==> src/rtl/exu_mdu.sv <==
// exu_mdu: iterative RV32M multiply/divide unit (shift-add multiply, restoring divide)
module exu_mdu #(
    parameter int XLEN   = 32,
    parameter int REG_AW = 5
) (
    input  logic              clk,
    input  logic              rst,
    input  logic              idex2mdu_start_i,
    input  logic [2:0]        idex2mdu_funct3_i,
    input  logic [XLEN-1:0]   idex2mdu_source1_i,
    input  logic [XLEN-1:0]   idex2mdu_source2_i,
    input  logic [REG_AW-1:0] idex2mdu_rd_addr_i,
    input  logic              cu2mdu_flush_i,
    output logic              mdu2cu_stall_o,
    output logic [REG_AW-1:0] mdu2regs_rd_addr_o,
    output logic [XLEN-1:0]   mdu2regs_rd_data_o,
    output logic              mdu2regs_wb_en_o,
    output logic              mdu_busy_o
);
    localparam int CW = $clog2(XLEN) + 1;
    typedef enum logic [1:0] {IDLE, CALC, DONE} state_t;
    state_t state, state_nxt;
    logic [CW-1:0] cnt;
    logic [2:0] f3;
    logic [XLEN-1:0] op_b, a_mag, b_mag, fast_res, q, r, res;
    logic [2*XLEN-1:0] acc, acc_nxt, prod;
    logic [XLEN:0] msum, rtrial;
    logic neg_q, neg_r, go, s1_sgn, s2_sgn, div_zero, div_ovf, fast, ge;
    assign go       = idex2mdu_start_i & ~cu2mdu_flush_i;
    assign s1_sgn   = idex2mdu_source1_i[XLEN-1] & (idex2mdu_funct3_i[2] ? ~idex2mdu_funct3_i[0]
                                                   : idex2mdu_funct3_i[0] ^ idex2mdu_funct3_i[1]);
    assign s2_sgn   = idex2mdu_source2_i[XLEN-1] & (idex2mdu_funct3_i[2] ? ~idex2mdu_funct3_i[0]
                                                   : idex2mdu_funct3_i == 3'b001);
    assign a_mag    = s1_sgn ? -idex2mdu_source1_i : idex2mdu_source1_i;
    assign b_mag    = s2_sgn ? -idex2mdu_source2_i : idex2mdu_source2_i;
    assign div_zero = idex2mdu_funct3_i[2] & (idex2mdu_source2_i == '0);
    assign div_ovf  = idex2mdu_funct3_i[2] & ~idex2mdu_funct3_i[0] & (&idex2mdu_source2_i)
                    & (idex2mdu_source1_i == {1'b1, {(XLEN-1){1'b0}}});
    assign fast     = div_zero | div_ovf;
    assign fast_res = div_zero ? (idex2mdu_funct3_i[1] ? idex2mdu_source1_i : '1)
                               : (idex2mdu_funct3_i[1] ? '0 : idex2mdu_source1_i);
    // acc holds {partial product, multiplier} or {partial remainder, dividend/quotient}
    assign msum    = {1'b0, acc[2*XLEN-1:XLEN]} + (acc[0] ? {1'b0, op_b} : '0);
    assign ge      = acc[2*XLEN-1:XLEN-1] >= {1'b0, op_b};
    assign rtrial  = acc[2*XLEN-1:XLEN-1] - {1'b0, op_b};
    assign acc_nxt = f3[2] ? {ge ? rtrial[XLEN-1:0] : acc[2*XLEN-2:XLEN-1], acc[XLEN-2:0], ge}
                           : {msum, acc[XLEN-1:1]};
    assign prod    = neg_q ? -acc_nxt : acc_nxt;
    assign q       = acc_nxt[XLEN-1:0];
    assign r       = acc_nxt[2*XLEN-1:XLEN];
    assign res     = ~f3[2] ? (f3[1:0] == 2'b00 ? prod[XLEN-1:0] : prod[2*XLEN-1:XLEN])
                   : f3[1] ? (neg_r ? -r : r) : (neg_q ? -q : q);
    always_ff @(posedge clk or posedge rst) begin
        if (rst) state <= IDLE;
        else     state <= state_nxt;
    end
    always_comb begin
        state_nxt = state;
        case (state)
            IDLE:    state_nxt = go ? (fast ? DONE : CALC) : IDLE;
            CALC:    state_nxt = cu2mdu_flush_i ? IDLE : (cnt == 1 ? DONE : CALC);
            default: state_nxt = IDLE;
        endcase
    end
    always_comb begin
        mdu2cu_stall_o   = (state == CALC) | ((state == IDLE) & go);
        mdu_busy_o       = state != IDLE;
        mdu2regs_wb_en_o = (state == DONE) & ~cu2mdu_flush_i;
    end
    always_ff @(posedge clk or posedge rst) begin
        if (rst) begin
            cnt                <= '0;
            f3                 <= '0;
            op_b               <= '0;
            acc                <= '0;
            neg_q              <= 1'b0;
            neg_r              <= 1'b0;
            mdu2regs_rd_addr_o <= '0;
            mdu2regs_rd_data_o <= '0;
        end else if (state == IDLE && go) begin
            cnt                <= CW'(XLEN);
            f3                 <= idex2mdu_funct3_i;
            op_b               <= b_mag;
            acc                <= {{XLEN{1'b0}}, a_mag};
            neg_q              <= s1_sgn ^ s2_sgn;
            neg_r              <= s1_sgn;
            mdu2regs_rd_addr_o <= idex2mdu_rd_addr_i;
            if (fast) mdu2regs_rd_data_o <= fast_res;
        end else if (state == CALC) begin
            acc <= acc_nxt;
            cnt <= cnt - 1'b1;
            if (cnt == 1 && !cu2mdu_flush_i) mdu2regs_rd_data_o <= res;
        end
    end
endmodule
==> config.mk <==
export PLATFORM = sky130hd
export DESIGN_NAME = exu_mdu
export DESIGN_NICKNAME = d
export VERILOG_FILES = /design/src/rtl/exu_mdu.sv
export SDC_FILE = /design/constraint.sdc
export NUM_CORES = 1
export LEC_CHECK = 0
export BUFFER_PORTS_ARGS = -buffer_cell sky130_fd_sc_hd__buf_2
export CORE_UTILIZATION = 40
export CTS_CLUSTER_DIAMETER = 100
export DETAILED_ROUTE_END_ITERATION = 10
export SLEW_MARGIN = 30
export SYNTH_ARGS = -nofsm -noshare
export SYNTH_HDL_FRONTEND = slang
export SYNTH_SLANG_ARGS = --single-unit
==> constraint.sdc <==
create_clock -name clk -period 5.1 [get_ports clk]
set_input_delay 1.02 -clock clk [delete_from_list [all_inputs] [get_ports clk]]
set_output_delay 1.02 -clock clk [all_outputs]
set_load 0.01 [all_outputs]
# == After elaboration in Yosys (flattened, before gate mapping) ==
# Index checks and enable logic that the tools add are counted.
# classes
n_lt_le_gt_ge,1
n_reduce_logical,11
n_mux,29
n_eq_ne,6
bitwise,15
n_addsub,8
# ops
cell,n
$mux 32,16
$mux 64,4
$neg 32->32,4
$neg 64->64,1
$add 32x32->33,1
$ge 33x32->1,1
$eq 32x32->1 const B,1
$logic_not 32->1,1
$reduce_and 32->1,1
$sub 32x32->32,1
$mux 6,2
$and 1x1->1,9
$mux 2,4
$eq 6x1->1 const B,1
$reduce_bool 2->1,3
$sub 6x1->6 const B,1
$logic_not 2->1,2
$pmux 2 s2,1
$eq 3x1->1 const B,1
$reduce_and 3->1,1
$eq 2x1->1 const B,1
$eq 2x2->1 const B,1
$logic_and 1x1->1,2
$mux 1,2
5 further kinds,8
# word_totals
in_bits,76
wordCells,79
ff_bits,146
output_inout_bits,40

# == Longest topological paths before layout ==
# Gate-level depths: netlist of run 1.
# logic_depth
ltp_word,10
ltp_mapped,22
ltp_nobuf,19

# == Worst setup path after synthesis of run 1 ==
# No wires, ideal clock.
# synth_path
path_type,register to register
from,register acc[42]
to,register mdu2regs_rd_data_o[22]
stages_incl_launch_ff,20
arrival_ps,5041
setup_ps,122
slack_ps,-62
synth_period_minus_slack_ps,5162
n_path_buf,2
required_time_ps,4978
path_cell_list,dfrtp_1 ha_1 buf_4 nand2_2 or4_4 a211oi_4 o311a_2 nor2_1 buf_6 a311oi_2 ha_1 nand2_1 a311oi_1 nand4_2 nor4b_4 nand2_1 or4_1 a21oi_1 o21bai_1 a32o_1
# synth_via
elab_chain_cells,10
elab_cells_between_ends,17
cone_classes,add/sub (5); order compare (1); mux (11)
# synth_rtl
item,line,text
start: declaration,26,"logic [2*XLEN-1:0] acc, acc_nxt, prod;"
start signal: assignment,84,"acc <= {{XLEN{1'b0}}, a_mag};"
start signal: assignment,90,acc <= acc_nxt;
$sub 32x32->32 or $ge 33x32->1 (tied branches),"45, 44",
$mux 32,46,"assign acc_nxt = f3[2] ? {ge ? rtrial[XLEN-1:0] : acc[2*XLEN-2:XLEN-1], acc[XLEN-2:0], ge}"
$mux 64 *,46,
$neg 64->64 or $neg 32->32 (tied branches),"48, 52",
$mux 64 or $mux 32 (tied branches),"48, 52",
$mux 32 (on tied branches),"51, 52",
$mux 32 *,51,assign res = ~f3[2] ? (f3[1:0] == 2'b00 ? prod[XLEN-1:0] : prod[2*XLEN-1:XLEN])
$mux 32 *,92,if (cnt == 1 && !cu2mdu_flush_i) mdu2regs_rd_data_o <= res;
$mux 32 *,89,end else if (state == CALC) begin
$mux 32 *,80,end else if (state == IDLE && go) begin
end signal: assignment,88,if (fast) mdu2regs_rd_data_o <= fast_res;
end signal: assignment,92,
end: declaration,16,"output logic [XLEN-1:0] mdu2regs_rd_data_o,"
# Every way passes the cells marked *; elsewhere a longest branch is shown, timed or not. The select of a mux whose other input is x is not followed.
# A chain may end at the register's enable or synchronous reset.

# == Final worst setup path of run 1 ==
# layout_path
from,register acc[0]
to,register mdu2regs_rd_data_o[30]
# layout_via
elab_chain_cells,10
elab_cells_between_ends,15
cone_classes,add/sub (4); mux (11)
# layout_rtl
item,line,text
$mux 32,43,"assign msum = {1'b0, acc[2*XLEN-1:XLEN]} + (acc[0] ? {1'b0, op_b} : '0);"
$add 32x32->33,43,
$mux 64 *,46,
$neg 64->64 or $neg 32->32 (tied branches),"48, 52",
$mux 64 or $mux 32 (tied branches),"48, 52",
$mux 32 (on tied branches),"51, 52",
$mux 32 *,51,
$mux 32 *,92,
$mux 32 *,89,
$mux 32 *,80,
# Marked as above.

==> impl_summary.md, run 1 <==
Synth
The async set-reset flop share out of synthesis is 1.00. For this run, the register share of the synthesized area comes to 0.232. The mean cell area of the mapped netlist is 7.48 sq um. The cell area after synthesis is 0.0157 sq mm. Counting distinct cell types in the post-synthesis netlist gives 94. After synthesis the netlist holds a flip-flop and latch count of about 150. For this run, the leading register cell type out of synthesis is sky130_fd_sc_hd__dfrtp_1. The post-synthesis instance total is between 2000 and 2500. The synthesis warning total is 0.

The number of nets handed over by synthesis was roughly 2300. The synthesized design contains 0 enable-type register cells.

Global route
The global-route wire length before repair is 102 mm. The number of antenna violations at the first check in global routing is 1. The total congestion overflow after global routing is 0. The number of global-route vias before repair is between 15000 and 20000. Entering global routing, the biggest net connects 93 pins. The total global-route track usage is 0.330.

Timing
The slew at the pin closest to its max-slew limit is approximately 0.91 ns. The hold violation total from the final report was 0. Static timing analysis puts the maximum clock frequency at between 150 and 200 MHz. Setup repair after global routing could not meet its margin everywhere. The total setup violations reported at the end of the flow is 0.

The clock period could shrink to 5.01 ns. The relative slew slack is 0.385. Dividing the final minimum period by the clock period gives 0.983. The final max-slew violation count is 0. Hold is met by ~0.47 ns. The worst clock skew is between 0.01 and 0.015 ns.

Final layout
The number of filler cells placed in the layout is 3983. Once layout is complete, the utilization of the core stands at 0.484. The library cell used most frequently in the layout, excluding fill and tap cells, is sky130_fd_sc_hd__nand2_1. The repair_antennas step left the layout with diodes totalling 0. The library cells used most frequently in the layout, excluding fill and tap cells, are 275 x sky130_fd_sc_hd__nand2_1, 168 x sky130_fd_sc_hd__buf_4, 167 x sky130_fd_sc_hd__o21ai_0.

Of the cells placed in the final design, the portion with a size suffix greater than 1 is 0.186. The area growth from synthesis to layout is 19.0%. The summed area of non-filler cells in the final layout is approximately 0.019 sq mm. The net total in the final layout is 2427.

Die
The height of the chip is ~200 um. The region available for standard cell placement spans about 0.039 sq mm. The standard-cell row count is a little over 70. The number of I/O pins is ~120. The initial core utilization is 0.406. The die covers 0.0401 sq mm. In this run the horizontal extent of the chip is approximately 200 um.

CTS
In this run, post-CTS hold repair placed 0 buffers. The clock-pin slew of the registers on the worst-case setup and hold paths is about 0.080 ns. The clock sink count is around 150. The CTS tree is done.

The H-tree generated during clock tree synthesis spans 4 levels. Clock tree synthesis selected as its root buffer the cell sky130_fd_sc_hd__clkbuf_16. At the later pin of the worst-skew pair, clock insertion delay measures 0.48 ns. The longest clock path from root to sink contains 2 buffers. The number of buffers created by CTS is 17.

Routing
The number of vias in the routed layout is 17421. The detail-routed via count per cell is approximately 6.2. Dividing the detail-routed wire length by the instance count gives 23.8 um. The final antenna-violating net count is 0. The DRC violation count after routing is 0. The first TritonRoute pass finished after 6 iterations. Wires add up to around 67 mm.

The first-iteration detailed-routing DRC count is 1800.

Critical path
The worst setup path is launched from a flop. The cell with the biggest individual delay on the critical path is sky130_fd_sc_hd__or4_1. At the worst endpoint, the arrival time is 5.37 ns.

The capturing point of the worst reg2reg path is mdu2regs_rd_data_o[30]$_DFFE_PP0P_. The endpoint kind of the worst setup timing path is a flop. Along the worst path, the maximum fanout reaches 33. Setup slack on the worst reg-to-reg path comes out at 0.09 ns.

The signal on the critical path passes through buf_12 > and2_1 > ha_1 > a21o_1 > a221oi_1 > and3b_1 > a211oi_2 > xnor2_1 > o32ai_1 > a21oi_1 > or4_1 > o41ai_4 > xnor2_1 > a221oi_2 > a21oi_1. Following the worst setup path forward leads to its endpoint at mdu2regs_rd_data_o[30]$_DFFE_PP0P_. For this run, the slowest stage of the critical path takes around 0.66 ns.

The most critical setup path has its startpoint at acc[0]$_DFFE_PP0P_. The classification of the worst setup path is flop to flop. At the worst endpoint, the required time is roughly 5.5 ns. In this run the critical register-to-register path is launched from acc[0]$_DFFE_PP0P_. The number of cells on the worst reg-to-reg path is 15.

Place
The final weighted congestion of routability-driven global placement is ~1.0. The count of port buffers added during placement is 115. The HPWL after detailed placement is slightly above 50 mm.

After detailed placement, the total cell area comes to about 0.018 sq mm.

Run status
The flow ran to the end, and the final reports show no timing, DRC or antenna violations.

Power and ir drop
The fraction of power consumed by combinational cells is 0.725. Internal power comes to 5.94 mW. In this run the static leakage power is around 7.9 nW. Of the total power, the share spent switching nets is 0.534. The reported net switching power is 6.81 mW.

The areal power density over the cells is 681 mW/mm^2. Of the total power, registers draw 0.168. The total chip power is 12.8 mW. Of the total power, the clock network draws 0.107. Across the VDD grid, the largest voltage drop is around 320 uV.

Job
Across the run, the number of max-cap violations was 0.

Worst hold path
The path category of the worst min-delay check is flop to flop.
worst min-delay path by stage:
stage,start,to,slack (ns),cells past startpoint
final,mdu2regs_rd_addr_o[1]$_DFFE_PP0P_,mdu2regs_rd_addr_o[1]$_DFFE_PP0P_,0.47,2
after global routing,mdu2regs_rd_addr_o[1]$_DFFE_PP0P_,mdu2regs_rd_addr_o[1]$_DFFE_PP0P_,0.52,2
after CTS,mdu2regs_rd_addr_o[1]$_DFFE_PP0P_,mdu2regs_rd_addr_o[1]$_DFFE_PP0P_,0.48,2
after detailed placement,mdu2regs_rd_addr_o[1]$_DFFE_PP0P_,mdu2regs_rd_addr_o[1]$_DFFE_PP0P_,0.46,2
after global placement,mdu2regs_rd_addr_o[1]$_DFFE_PP0P_,mdu2regs_rd_addr_o[1]$_DFFE_PP0P_,0.46,2
after floorplan,op_b[10]$_DFFE_PP0P_,op_b[10]$_DFFE_PP0P_,0.46,2
flip-flops by register name (all words and copies together), names as in the netlist:
| name | flops |
|---|---|
| acc | 64 |
| cnt | 6 |
| f3 | 3 |
| mdu2regs_rd_addr_o | 5 |
| mdu2regs_rd_data_o | 32 |
| neg_q | 1 |
| neg_r | 1 |
| op_b | 32 |
| state | 2 |
critical path: cells and delay by family, from the launching register on:
kind / cells / cell delay [ns]
flip-flops: 1 / 0.41
adder cells (fa/ha/maj): 1 / 0.41
XOR/XNOR: 2 / 0.32
AO/OA/AOI/OAI: 8 / 2.46
buffers and inverters: 1 / 0.19
AND/OR/NAND/NOR: 3 / 1.08
per-stage QoR:
step / cells / setup WS [ns] / setup TNS [ns]
after floorplan: 2105 / 0.00168 / 0
after global routing: 2808 / -0.0635 / -0.166
after global placement: 2767 / 0.0235 / 0
after CTS: 2801 / 0.00532 / 0
after detailed placement: 2767 / -0.111 / -0.207
final: 2808 / 0.0886 / 0
logic make-up (layout without fill, tap and decap cells):
logic type               count (synthesis)  count (layout)  synth area share
multiplexers                            47              47            0.0303
buffers and inverters                  216             401            0.0534
AO/OA/AOI/OAI                          653             653             0.278
XOR/XNOR                               166             166            0.0924
flip-flops                             146             146             0.232
adder cells (fa/ha/maj)                 96              96            0.0738
AND/OR/NAND/NOR                        781             781             0.240
routing by layer:
metal / global-route usage / routed length [um]
met2: 0.479 / 28100
met1: 0.484 / 31600
met5: 0 / 10
met4: 0.104 / 1740
met3: 0.0682 / 5540
power by group through the flow:
stage          combinational [mW]  clock [mW]  sequential [mW]
2_1_floorplan                5.39           0             2.00
3_3_place_gp                 8.73           0             2.11
3_5_place_dp                 8.71           0             2.13
4_1_cts                      8.80        1.37             2.11
5_1_grt                      9.87        1.42             2.20
6_report                     9.25        1.36             2.15
area by class of cell:
| type | instances | area (sq um) | area share |
|---|---|---|---|
| tap | 518 | 648 | 0.0346 |
| multi-input combinational | 1743 | 11600 | 0.618 |
| inverter | 81 | 312 | 0.0166 |
| clock inverter | 15 | 171 | 0.00915 |
| clock buffer | 17 | 425 | 0.0227 |
| timing repair buffer | 288 | 1930 | 0.103 |
| sequential | 146 | 3670 | 0.196 |
cells in the mapped netlist (43+ instances only):
cell,count,area share
sky130_fd_sc_hd__nor2_1,159,0.038
sky130_fd_sc_hd__xor2_1,69,0.038
sky130_fd_sc_hd__nor3_1,64,0.020
sky130_fd_sc_hd__xnor2_1,97,0.054
sky130_fd_sc_hd__o21ai_0,169,0.054
sky130_fd_sc_hd__and2_1,43,0.017
sky130_fd_sc_hd__nand3_1,57,0.018
sky130_fd_sc_hd__dfrtp_1,146,0.23
sky130_fd_sc_hd__clkbuf_1,114,0.027
sky130_fd_sc_hd__inv_1,78,0.019
sky130_fd_sc_hd__a21oi_1,136,0.043
sky130_fd_sc_hd__nand2_1,276,0.066
sky130_fd_sc_hd__ha_1,72,0.057
what timing repair did:
action	4_1_cts	5_1_grt
setup endpoints to repair	6	23
gates cloned	0	0
buffers inserted	2	7
gates resized for setup	5	59
pin swaps	3	20
No activity file was read; power rests on OpenSTA's default activity.
==> inputs of run 2 (changes only) <==
- CORE_MARGIN: default -> 2
==> impl_summary.md, run 2 (synthesized netlist as in run 1, its figures left out) <==
Critical path
The start of the worst register-to-register path is acc[31]$_DFFE_PP0P_. Measured in cells, the most critical reg-to-reg path has a length of 17. The classification of the worst setup path is flop to flop. At the worst endpoint, the required time is between 5 and 6 ns. The signal on the critical path passes through inv_1 > ha_2 > inv_2 > fa_2 > a21o_1 > a221o_2 > a221oi_4 > xor2_1 > a211oi_2 > a311o_1 > or4b_4 > or4_4 > buf_6 > o21ai_4 > xnor2_2 > a222oi_1 > a31oi_1. For flop-to-flop paths, the worst setup slack is 0.12 ns. The worst endpoint data arrival time is about 5.3 ns. The largest fanout of any net on the critical path is 7. The endpoint identified for the worst register-to-register timing path is mdu2regs_rd_data_o[21]$_DFFE_PP0P_. The endpoint kind of the worst setup timing path is a flop. The worst stage delay on the critical path is 0.56 ns.

The type of element launching the critical path is a flop. On the critical path, the stage with the largest delay is an instance of sky130_fd_sc_hd__or4b_4.

CTS
The insertion delay of the later-clocked pin in the worst-skew pair is 0.48 ns. The post-cts hold buffer count is 0. After clock tree synthesis, the clock-pin slew on the worst setup and hold paths is about 0.07 ns. The clock drives 146 sinks. The number of buffers created by CTS is 17.

The number of levels in the clock H-tree is 4. The buffer type at the clock tree root is sky130_fd_sc_hd__clkbuf_16. TritonCTS built the clock tree.

No sink is reached through more buffers than the 2 on the longest clock path.

Final layout
The number of diodes added for antenna fixing is 0. Leaving out fill and tap cells, the most frequent cells in the layout are 275 x sky130_fd_sc_hd__nand2_1, 198 x sky130_fd_sc_hd__buf_4, 165 x sky130_fd_sc_hd__o21ai_0. The library cell used most frequently in the layout, excluding fill and tap cells, is sky130_fd_sc_hd__nand2_1. The fraction of layout cells with a size suffix above 1 is 0.196. The largest register by flop count is acc. The net total in the final layout is ~2500.

The area growth from synthesis to layout is 20.3%. The number of flip-flops under the largest register name is 64. The number of filler cells placed in the layout is slightly below 4000. The largest registers in the layout are acc: 64 flops, mdu2regs_rd_data_o: 32 flops, op_b: 32 flops.

Routing
In the routed layout, each cell is associated on average with a via count of around 6.2. For this block, the initial DRC count from the detailed router was between 1500 and 2000. Dividing the detail-routed wire length by the instance count gives around 24 um.

The first-pass iteration count of the detailed router is 5. After detailed routing, the number of remaining DRC violations is 0. The number of vias in the routed layout is between 15000 and 20000. The final antenna-violating net count is 0. Summed over all layers, the routed wires come to 67.6 mm.

Timing
Clock skew on the completed layout was measured at approximately 0.019 ns. The maximum achievable frequency is around 200 MHz. The share of the clock period used by the worst path after layout is 0.977. Setup repair after global routing could not meet its margin everywhere.

For the final routed database, the setup TNS stands at 0 ns. The worst pin sits at a relative slew slack of 0.369. The final max-slew violation count is 0. The slew at the pin closest to its max-slew limit is ~0.9 ns. The total setup violations reported at the end of the flow is 0. The hold violation total from the final report is 0.

The clock period minus final worst setup slack is between 4 and 5 ns.

Power and ir drop
The total chip power is 12.9 mW. The areal power density over the cells is 683 mW/mm^2. The worst-case vdd ir drop is approximately 310 uV. The leakage power is 8.10 nW.

Place
The count of port buffers added during placement is ~120. The HPWL after detailed placement is between 50 and 60 mm. The congestion estimate from routability-driven global placement came to 0.965.

Global route
Across every metal layer, demand over resource in global routing totals 0.328. The number of global-route vias before repair was roughly 16000. Entering global routing, the biggest net connects 89 pins.

The first global-routing pass estimated just over 100 mm of wire. The total congestion overflow after global routing is 0. The number of antenna violations at the first check in global routing is 1.

Die
The number of I/O pins is about 120. After floorplanning, the core was divided into 72 placement rows. The chip width is about 200 um. The floorplan step defined a core boundary enclosing between 0.03 and 0.04 sq mm.

The initial core utilization is 0.406. The die is a little over 200 um tall. The full die area is around 0.04 sq mm.

Job
The number of violations of the max-capacitance limit is 0.

Worst hold path
The path category of the worst min-delay check is flop to flop. The startpoint identified for the worst hold timing path is mdu2regs_rd_addr_o[2]$_DFFE_PP0P_. The path with the worst hold slack has its endpoint at mdu2regs_rd_addr_o[2]$_DFFE_PP0P_.

The hold path depth is 2.

Run status
The flow ran to the end, and the final reports show no timing, DRC or antenna violations.
==> run 2: changes by cell type in the layout (fill, tap and decap cells not counted), sizes merged <==
cell / delta
buf: +29
bufinv: -1
clkbuf: +1
clkinv: -3
inv: +3
==> run 2: layout make-up <==
| cell class | instances | area [sq um] | share of cell area |
|---|---|---|---|
| clock buffers | 18 | 429 | 0.0227 |
| repair buffers | 317 | 2120 | 0.112 |
| clock inverters | 14 | 144 | 0.00760 |
| inverters | 81 | 309 | 0.0163 |
| flip-flops and latches | 146 | 3660 | 0.194 |
| multi-input cells | 1743 | 11600 | 0.613 |
| well taps | 518 | 648 | 0.0343 |
==> run 2: repair_timing <==
| action | in CTS | in global routing |
|---|---|---|
| setup endpoints to repair | 9 | 22 |
| pin swaps | 2 | 40 |
| setup buffers | 0 | 18 |
| gates resized for setup | 6 | 64 |
==> run 2: power by group <==
| part | switching [mW] | total, mW | internal [mW] |
|---|---|---|---|
| Clock | 0.613 | 1.30 | 0.690 |
| Sequential | 0.542 | 2.14 | 1.60 |
| Combinational | 5.74 | 9.48 | 3.74 |
| Total | 6.89 | 12.9 | 6.03 |
==> run 2: how the worst max path moves through the flow <==
| stage | endpoint | startpoint | slack [ns] |
|---|---|---|---|
| CTS | mdu2regs_rd_data_o[25]$_DFFE_PP0P_ | acc[31]$_DFFE_PP0P_ | 0.006 |
| finish | mdu2regs_rd_data_o[21]$_DFFE_PP0P_ | acc[31]$_DFFE_PP0P_ | 0.12 |
| floorplan | mdu2regs_rd_data_o[22]$_DFFE_PP0P_ | acc[32]$_DFFE_PP0P_ | 0.002 |
| detailed placement | mdu2regs_rd_data_o[30]$_DFFE_PP0P_ | op_b[26]$_DFFE_PP0P_ | -0.19 |
| global route | mdu2regs_rd_data_o[21]$_DFFE_PP0P_ | acc[31]$_DFFE_PP0P_ | -0.01 |
| global placement | mdu2regs_rd_data_o[30]$_DFFE_PP0P_ | op_b[26]$_DFFE_PP0P_ | -0.15 |
==> run 2: worst max-delay path: cells and delay by family, from the launching register on <==
family                     cells  cell delay (ns)
xor gates and xnor gates       2             0.33
adders and majority gates      2             0.57
and+or+nand+nor                2             1.07
buffers and inverters          3             0.26
DFF                            1             0.39
AOI/OAI and AO/OA              8             2.22
==> run 2: metal layers <==
metal	global-route usage	share of wire	vias up
li1	-	-	8145
met1	0.483	0.46	8526
met2	0.485	0.43	807
met3	0.0595	0.087	102
met4	0.0959	0.028	2
met5	0	0.00019	-
==> run 2: through the flow <==
stage,setup slack (ns),cells,area (sq um),hold slack [ns],util
6_report,0.117,2837,18900,0.480,0.488
5_1_grt,-0.0141,2837,18900,0.518,0.488
4_1_cts,0.00617,2819,18500,0.480,0.477
3_5_place_dp,-0.187,2787,17900,0.457,0.461
3_3_place_gp,-0.149,2787,17900,0.455,0.461
2_1_floorplan,0.00168,2105,15700,0.463,-
